## config.mk

```make
export PLATFORM = sky130hd
export DESIGN_NAME = fc_stream_host
export DESIGN_NICKNAME = d
export VERILOG_FILES = /design/src/rtl/fc_stream_host.sv
export SDC_FILE = /design/constraint.sdc
export NUM_CORES = 1
export LEC_CHECK = 0
export CAP_MARGIN = 25
export CORE_MARGIN = 1
export CORE_UTILIZATION = 60
export CTS_BUF_LIST = sky130_fd_sc_hd__clkbuf_4
export DETAILED_ROUTE_END_ITERATION = 8
export PLACE_DENSITY_LB_ADDON = 0.3
export SYNTH_ARGS = -nofsm -noshare
export SYNTH_HDL_FRONTEND = slang
export SYNTH_SLANG_ARGS = --single-unit
```

## constraint.sdc

```tcl
create_clock -name clk -period 3.5 [get_ports clk]
set_input_delay 0.35 -clock clk [delete_from_list [all_inputs] [get_ports clk]]
set_output_delay 0.35 -clock clk [all_outputs]
set_load 0.05 [all_outputs]
```

## src/rtl/fc_stream_host.sv

```systemverilog
// Host-side driver/collector for an fc layer: streams an N-element vector out over
// a valid/ready port, then gathers M results into a readable result file.
module fc_stream_host #(
   parameter int unsigned M = 8,
   parameter int unsigned N = 10,
   parameter int unsigned T = 16
) (
   input  logic                        clk,
   input  logic                        reset,
   input  logic                        load_en,
   input  logic        [$clog2(N)-1:0] load_addr,
   input  logic signed [T-1:0]         load_data,
   input  logic                        start,
   output logic                        tx_valid,
   input  logic                        tx_ready,
   output logic signed [T-1:0]         tx_data,
   input  logic                        rx_valid,
   output logic                        rx_ready,
   input  logic signed [T-1:0]         rx_data,
   input  logic        [$clog2(M)-1:0] rd_addr,
   output logic signed [T-1:0]         rd_data,
   output logic                        busy,
   output logic                        done
);

   localparam int unsigned NW = $clog2(N);
   localparam int unsigned MW = $clog2(M);
   localparam int unsigned RdDepth = 2 ** MW;

   typedef enum logic [1:0] {StIdle, StSend, StRecv, StDone} state_e;

   state_e              state;
   logic signed [T-1:0] vec [N];
   logic signed [T-1:0] result [M];
   logic [NW-1:0]       tx_idx;
   logic [NW-1:0]       tx_next;
   logic [MW-1:0]       rx_idx;
   logic                idle_like;
   logic                load_ok;
   logic signed [T-1:0] rd_table [RdDepth];

   assign idle_like = (state == StIdle) || (state == StDone);
   assign tx_next   = tx_idx + NW'(1);

   // A load in the same cycle as an accepted start is dropped.
   assign load_ok = idle_like && !start && load_en &&
                    ({{(32-NW){1'b0}}, load_addr} < N);

   // Vector buffer survives reset on purpose.
   always_ff @(posedge clk) begin
      if (load_ok) begin
         vec[load_addr] <= load_data;
      end
   end

   always_ff @(posedge clk) begin
      if (!reset) begin
         state    <= StIdle;
         tx_valid <= 1'b0;
         tx_data  <= '0;
         rx_ready <= 1'b0;
         busy     <= 1'b0;
         done     <= 1'b0;
         tx_idx   <= '0;
         rx_idx   <= '0;
         for (int i = 0; i < int'(M); i++) begin
            result[i] <= '0;
         end
      end else begin
         unique case (state)
            StIdle, StDone: begin
               if (start) begin
                  state    <= StSend;
                  tx_valid <= 1'b1;
                  tx_data  <= vec[0];
                  busy     <= 1'b1;
                  done     <= 1'b0;
                  tx_idx   <= '0;
                  rx_idx   <= '0;
               end
            end
            StSend: begin
               if (tx_ready) begin
                  if (tx_idx == NW'(N - 1)) begin
                     tx_valid <= 1'b0;
                     rx_ready <= 1'b1;
                     state    <= StRecv;
                  end else begin
                     tx_idx  <= tx_next;
                     tx_data <= vec[tx_next];
                  end
               end
            end
            StRecv: begin
               if (rx_valid) begin
                  result[rx_idx] <= rx_data;
                  if (rx_idx == MW'(M - 1)) begin
                     rx_ready <= 1'b0;
                     busy     <= 1'b0;
                     done     <= 1'b1;
                     state    <= StDone;
                  end else begin
                     rx_idx <= rx_idx + MW'(1);
                  end
               end
            end
            default: state <= StIdle;
         endcase
      end
   end

   // Addresses beyond M read as zero.
   always_comb begin
      for (int i = 0; i < int'(RdDepth); i++) begin
         rd_table[i] = '0;
      end
      for (int i = 0; i < int'(M); i++) begin
         rd_table[i] = result[i];
      end
      rd_data = rd_table[rd_addr];
   end

endmodule

```

Word-level counts from Yosys, hierarchy flattened. Memory sizes are Yosys's and may differ from the RTL's. Index checks and enable logic that the tools add are counted.

Eq/ne operators: 12. Reduce and logical (&&, ||, !) cells: 17. Bitwise logic cells: 1. $lt $le $gt $ge: 2. $add $sub $neg: 2. Muxes and demuxes: 45.

Operator list (count): 2-to-1 mux 16 bit (6); binary-select mux 16 bit (select 3 bit) (1); case mux 16 bit (2 select lines) (1); 2-to-1 mux 1 bit (18); AND reduction 4 bit (4); OR reduction 16 bit (1); != test 2 bit, second input constant (7); 2-to-1 mux 3 bit (4); 2-to-1 mux 4 bit (3); 2-to-1 mux 2 bit (5); AND reduction 5 bit (2); case mux 1 bit (2 select lines) (4); case mux 4 bit (2 select lines) (1); case mux 2 bit (3 select lines) (1); case mux 3 bit (2 select lines) (1); nonzero test 2 bit (3); adder 4 x 1 -> 4 bit, second input constant (1); == test 2 bit, second input constant (2); == test 4 bit, second input constant (1); greater-or-equal comparator 4 bit, second input constant (1); < comparator 4 bit, second input constant (1); inverter 3 -> 4 bit (1); adder 3 x 1 -> 3 bit, second input constant (1); == test 3 bit, second input constant (1); other kinds (6) (8).

Bits in writable memories: 288. Output and inout port bits: 36. Flip-flop bits (word level): 29. Input bits: 45. Memories: 2.

Memories: vec (words 10, width 16, read ports 2, clocked after Yosys merged registers in 0, wr ports 1, RTL line 33) `logic signed [T-1:0] vec [N];`; result (words 8, width 16, read ports 8, clocked after Yosys merged registers in 0, wr ports 8, RTL line 34) `logic signed [T-1:0] result [M];`.

Depth between registers and ports, before layout.
Word-level depth: 7. Mapped depth: 10. Mapped depth without buffers: 7.

Worst setup path after synthesis. Ideal clock, no wire load.

Path type: flip-flop to flip-flop. From: reg state[0]. To: mem vec[0][0], enable pin. Data required time: 3.068 ns. Slack: 0.392 ns. Clock period less this slack: 3.108 ns. Cell stages (with the launch flop): 6. Arrival time: 2.676 ns. Library setup time: 0.432 ns. Cells stage by stage: dfxtp_1 -> inv_1 -> ha_1 -> nand2b_1 -> clkbuf_1 -> nor4_1.

Longest elaborated chain between the ends: 7. Elaborated cells on any way between the ends: 8.

Ends and longest elaborated chain: from (decl) (RTL line 32) `state_e state;`; from (signal assigned) (RTL line 58) `state <= StIdle;`; from (signal assigned) (RTL line 73) `state <= StSend;`; from (signal assigned) (RTL line 87) `state <= StRecv;`; == test 2 bit / zero test 2 bit (equally long branches) (RTL line 42) `assign idle_like = (state == StIdle) || (state == StDone);`; logical OR 1 bit (*) (RTL line 42); logical AND 1 bit (*) (3 in series) (RTL line 46) `assign load_ok = idle_like && !start && load_en &&`; 2-to-1 mux 1 bit (*) (RTL line 51) `if (load_ok) begin`; 2-to-1 mux 1 bit (not written as such) (*) (RTL line 52) `vec[load_addr] <= load_data;`; to (decl) (RTL line 33).

Every way passes the cells marked *; elsewhere a longest branch is shown, timed or not.

Worst setup path in the final report.
From: in rd_addr[1]. To: out rd_data[11].

Longest elaborated chain between the ends: 4.

Ends and longest elaborated chain: from (decl) (RTL line 20) `input logic [$clog2(M)-1:0] rd_addr,`; inverter 3 -> 4 bit (not written as such) (RTL line 120) `rd_data = rd_table[rd_addr];`; binary-select mux 16 bit (select 3 bit) (RTL line 120); 2-to-1 mux 16 bit (not written as such) (2 in series) (RTL line 120); to (decl) (RTL line 21) `output logic signed [T-1:0] rd_data,`.

No other way between the ends. The select of a mux whose other input is x is not followed.

==> impl_summary.log <==
INFO  metric holdCritStartpoint = load_data[14]
INFO  metric timing.final.setup_violations = 0
INFO  metric routabilityCongestion = 0.767
INFO  metric synth-main-ff-cell = edfxtp_1
INFO  metric grt_util_all_layers = 26.5%
INFO  metric critical_path.endpoint_type = primary output
INFO  metric slew_headroom = 37.0%
INFO  metric route.detailed.wl_per_inst = 22.3 um
INFO  metric initial_utilization = 61.9%
INFO  metric critical_path.reg2reg.endpoint = result[0][0]$_SDFFCE_PN0P_
INFO  metric setup.reg_to_reg.worst_slack = 1.20 ns
INFO  metric nets = 1,054
INFO  metric synth.yosys.warnings = 0
INFO  metric cts_repair_resize_count = 0
INFO  metric max-clock-path-buffers = 3
INFO  metric met3_wirelength = 2080 um
INFO  metric rr_startpoint = state[0]$_SDFFE_PN0P_
INFO  metric drt_pre_antenna_iters = 7
INFO  metric number_of_buffers_created_by_cts = 81
INFO  metric dieHeight = 153 um
INFO  metric clock-sinks = 317
INFO  metric worst_setup_hold_path_clk_slew = 0.07 ns
INFO  metric cts_root_buffer = clkbuf_4
INFO  metric ctsHtreeMaxLevel = 3
INFO  metric hold_buffers = 0
INFO  metric asyncSetResetFlopFracSynth = 0%
INFO  metric post_route_cells_drive_above_1_share = 28.1%
INFO  metric postSynthNetCount = 902
INFO  metric instances_no_fill = 1,341
INFO  metric startpoint = rd_addr[1]
INFO  metric power_density = 607 nW/um2
INFO  metric drv_cap = 0
INFO  metric postRouteWirelength = 29,900 um
INFO  metric hold_violations = 0
INFO  metric placement.setup.worst_slack = 0.994 ns
INFO  metric count_of_flip_flops_with_a_built_in_enable_after_synthesis = 288
INFO  metric worst_ep_arrival_time = 2.13 ns
INFO  metric die_x = 153 um
INFO  metric timing.hold.worst.class = in2reg
INFO  metric num_io_pins = 81
INFO  metric post-synth-top-area-cell = edfxtp_1
INFO  metric synth.avg_cell_area = 16.0 um2
INFO  metric violations = design-rule violations
INFO  metric tightestPinTransition = 0.945 ns
INFO  metric timing.critical_path.required = 3.15 ns
INFO  metric setup_total_negative_slack = 0 ns
INFO  metric post-synth-top-area-fraction = 63.4%
INFO  metric power_leakage = 5.52 nW
INFO  metric detailroute.wirelength.met2 = 15,900 um
INFO  metric placeableCoreArea = 22,000 um2
INFO  metric setup_ws = 1.02 ns
INFO  metric cts_tree = built
INFO  metric ys_seq_elements = 317
INFO  metric synthesis.instances = 850
INFO  metric synthToLayoutAreaGrowth = 16.4%
INFO  metric antenna_found_initial = 1
INFO  metric cts_setup_buffers = 0
INFO  metric unrepaired_setup_endpoints_after_global_routing = no
INFO  metric synth_sequential_area_ratio = 67.7%
INFO  metric grt_start_max_net_pins = 50
INFO  metric finalMaxSlewViolations = 0
INFO  metric grt_remaining_overflow = 0
INFO  metric number_of_antenna_violating_nets_in_the_routed_design = 0
INFO  metric top_signal_layer_used = met4
INFO  metric critPathKind = in2out
INFO  metric status = complete, but fails checks
INFO  metric ys_top_cells_by_area = edfxtp_1 (63%), mux4_2 (11%), and2_1 (5.9%)
INFO  metric clock-skew-final = 0.0352 ns
INFO  metric timing.critical_path.fanout_max = 32
INFO  metric port_buffers = 80
INFO  metric count_of_cells_along_the_worst_register_to_register_path = 7
INFO  metric drt_drc_violations_left = 7
INFO  metric period_share = 70.9%
INFO  metric wirelength_met1 = 11,100 um
INFO  metric drt_iter0_markers = 631
INFO  metric place.detailed.instances = 1,199
INFO  metric via_count = 8,148
INFO  metric grt_pass1_vias = 8,522
INFO  metric worstSetupStartpointType = primary input
INFO  metric ys_types = 48
INFO  metric design.die.area = 23,300 um2
INFO  metric crit_end = rd_data[11]
INFO  metric number_of_fill_cells = 1,427
INFO  metric grt_pass1_wl = 46,400 um
INFO  metric placement_rows = 54
INFO  metric dpl.hpwl = 17,200 um
INFO  metric period_needed = 2.48 ns
INFO  metric max_freq = 403 MHz
INFO  metric insertion_delay = 0.68 ns
INFO  metric vdd.ir_drop.worst = 475 uV
INFO  metric syn_area = 13,600 um2
INFO  metric avgViaCountPerCell = 6.08
[cells in the final DEF, fill, tap and decap left out, types with 2 or more instances in the layout]
master	n
edfxtp_1	288
inv_1	6
o21ai_0	8
bufinv_16	2
and3_1	2
nor3_2	4
o211ai_1	23
buf_4	56
nand3b_1	4
o211ai_2	9
nor2_1	20
and2_1	129
ha_1	6
nand3_2	9
nand2b_1	7
nor2b_1	21
o22ai_2	2
a21oi_1	30
nor3_1	2
a31oi_1	16
clkdlybuf4s50_1	63
nor4_2	3
clkinv_2	3
nand2_1	34
clkbuf_4	119
nand4_1	3
o2111ai_1	16
mux2_2	16
o21ai_1	20
mux4_2	64
clkinv_1	17
nand3_1	11
dfxtp_1	28
[how the worst min path moves through the flow]
stage                                          end  cells after the start
after CTS                     vec[5][14]$_DFFE_PP_                      1
after detailed placement  tx_data[14]$_SDFFE_PN0P_                      2
after floorplan                vec[0][0]$_DFFE_PP_                      0
final                         vec[2][14]$_DFFE_PP_                      1
after global placement       tx_valid$_SDFFE_PN0P_                      2
after global routing          vec[5][14]$_DFFE_PP_                      1
[worst max-delay path: stages]
cell and delay [ns]:
clkdlybuf4s50_1 0.45, buf_4 0.43, mux4_2 0.39, mux2_2 0.30, buf_4 0.19
[stage by stage]
stage	cell area [um2]	utilization, %	total power [mW]	hold slack (ns)
floorplan	13600	-	5.95	0.449
global placement	14800	67.4	6.53	0.474
detailed placement	14800	67.4	6.58	0.487
CTS	15900	72.1	9.69	0.402
global route	15900	72.1	10.0	0.427
finish	15900	72.1	9.63	0.446
[cell usage after synthesis, types with 2 or more instances]
cell         n
a21oi_1     30
a31oi_1     16
and2_1     129
and3_1       2
buf_1        3
buf_2       14
buf_4        5
clkbuf_1    28
dfxtp_1     29
edfxtp_1   288
ha_1         7
inv_1        6
mux2_2      16
mux4_2      64
nand2_1     34
nand2b_1     7
nand3_1     11
nand3_2      9
nand3b_1     4
nand4_1      3
nor2_1      20
nor2b_1     21
nor3_1       4
nor3_2       2
nor4_1       3
o2111ai_1   16
o211ai_1    23
o211ai_2     9
o21ai_0     14
o21ai_1     14
o22ai_2      2
[state kept, by name, indices dropped and copies added (netlist names), 2 cells and up]
name / cells
state: 2
result: 128
tx_data: 16
rx_idx: 3
tx_idx: 4
vec: 160
[routing by layer]
metal,track usage (%),up-vias
met1,31.5,4071
met5,0,-
li1,-,3663
met3,4.81,74
met2,47.2,340
met4,12.1,0
[kinds of logic (layout without fill, tap and decap cells)]
| group | count (synthesis) | count (layout) | synth area share [%] |
|---|---|---|---|
| buf+inv | 58 | 268 | 1.92 |
| compound gates | 130 | 130 | 6.56 |
| flops | 317 | 317 | 67.7 |
| fa+ha+maj | 7 | 7 | 0.642 |
| other cells | 0 | 1 | 0 |
| mux | 81 | 81 | 12.0 |
| simple gates | 257 | 257 | 11.2 |
[report_power, final]
part | switching [mW] | internal [mW] | total, mW
clock | 1.43 | 1.70 | 3.13
sequential | 0.152 | 4.32 | 4.47
combinational | 1.26 | 0.762 | 2.03
total | 2.84 | 6.79 | 9.63
[area by class of cell]
class	instances	area, um2	area share [%]
well taps	280	350	2.21
flip-flops and latches	317	9230	58.2
clock buffers	119	893	5.63
multi-input cells	475	4170	26.3
clock inverters	22	139	0.875
inverters	7	26.3	0.166
repair buffers	120	1060	6.65
diodes	1	2.50	0.0158
Note: power is estimated with default switching activity, not from simulation.
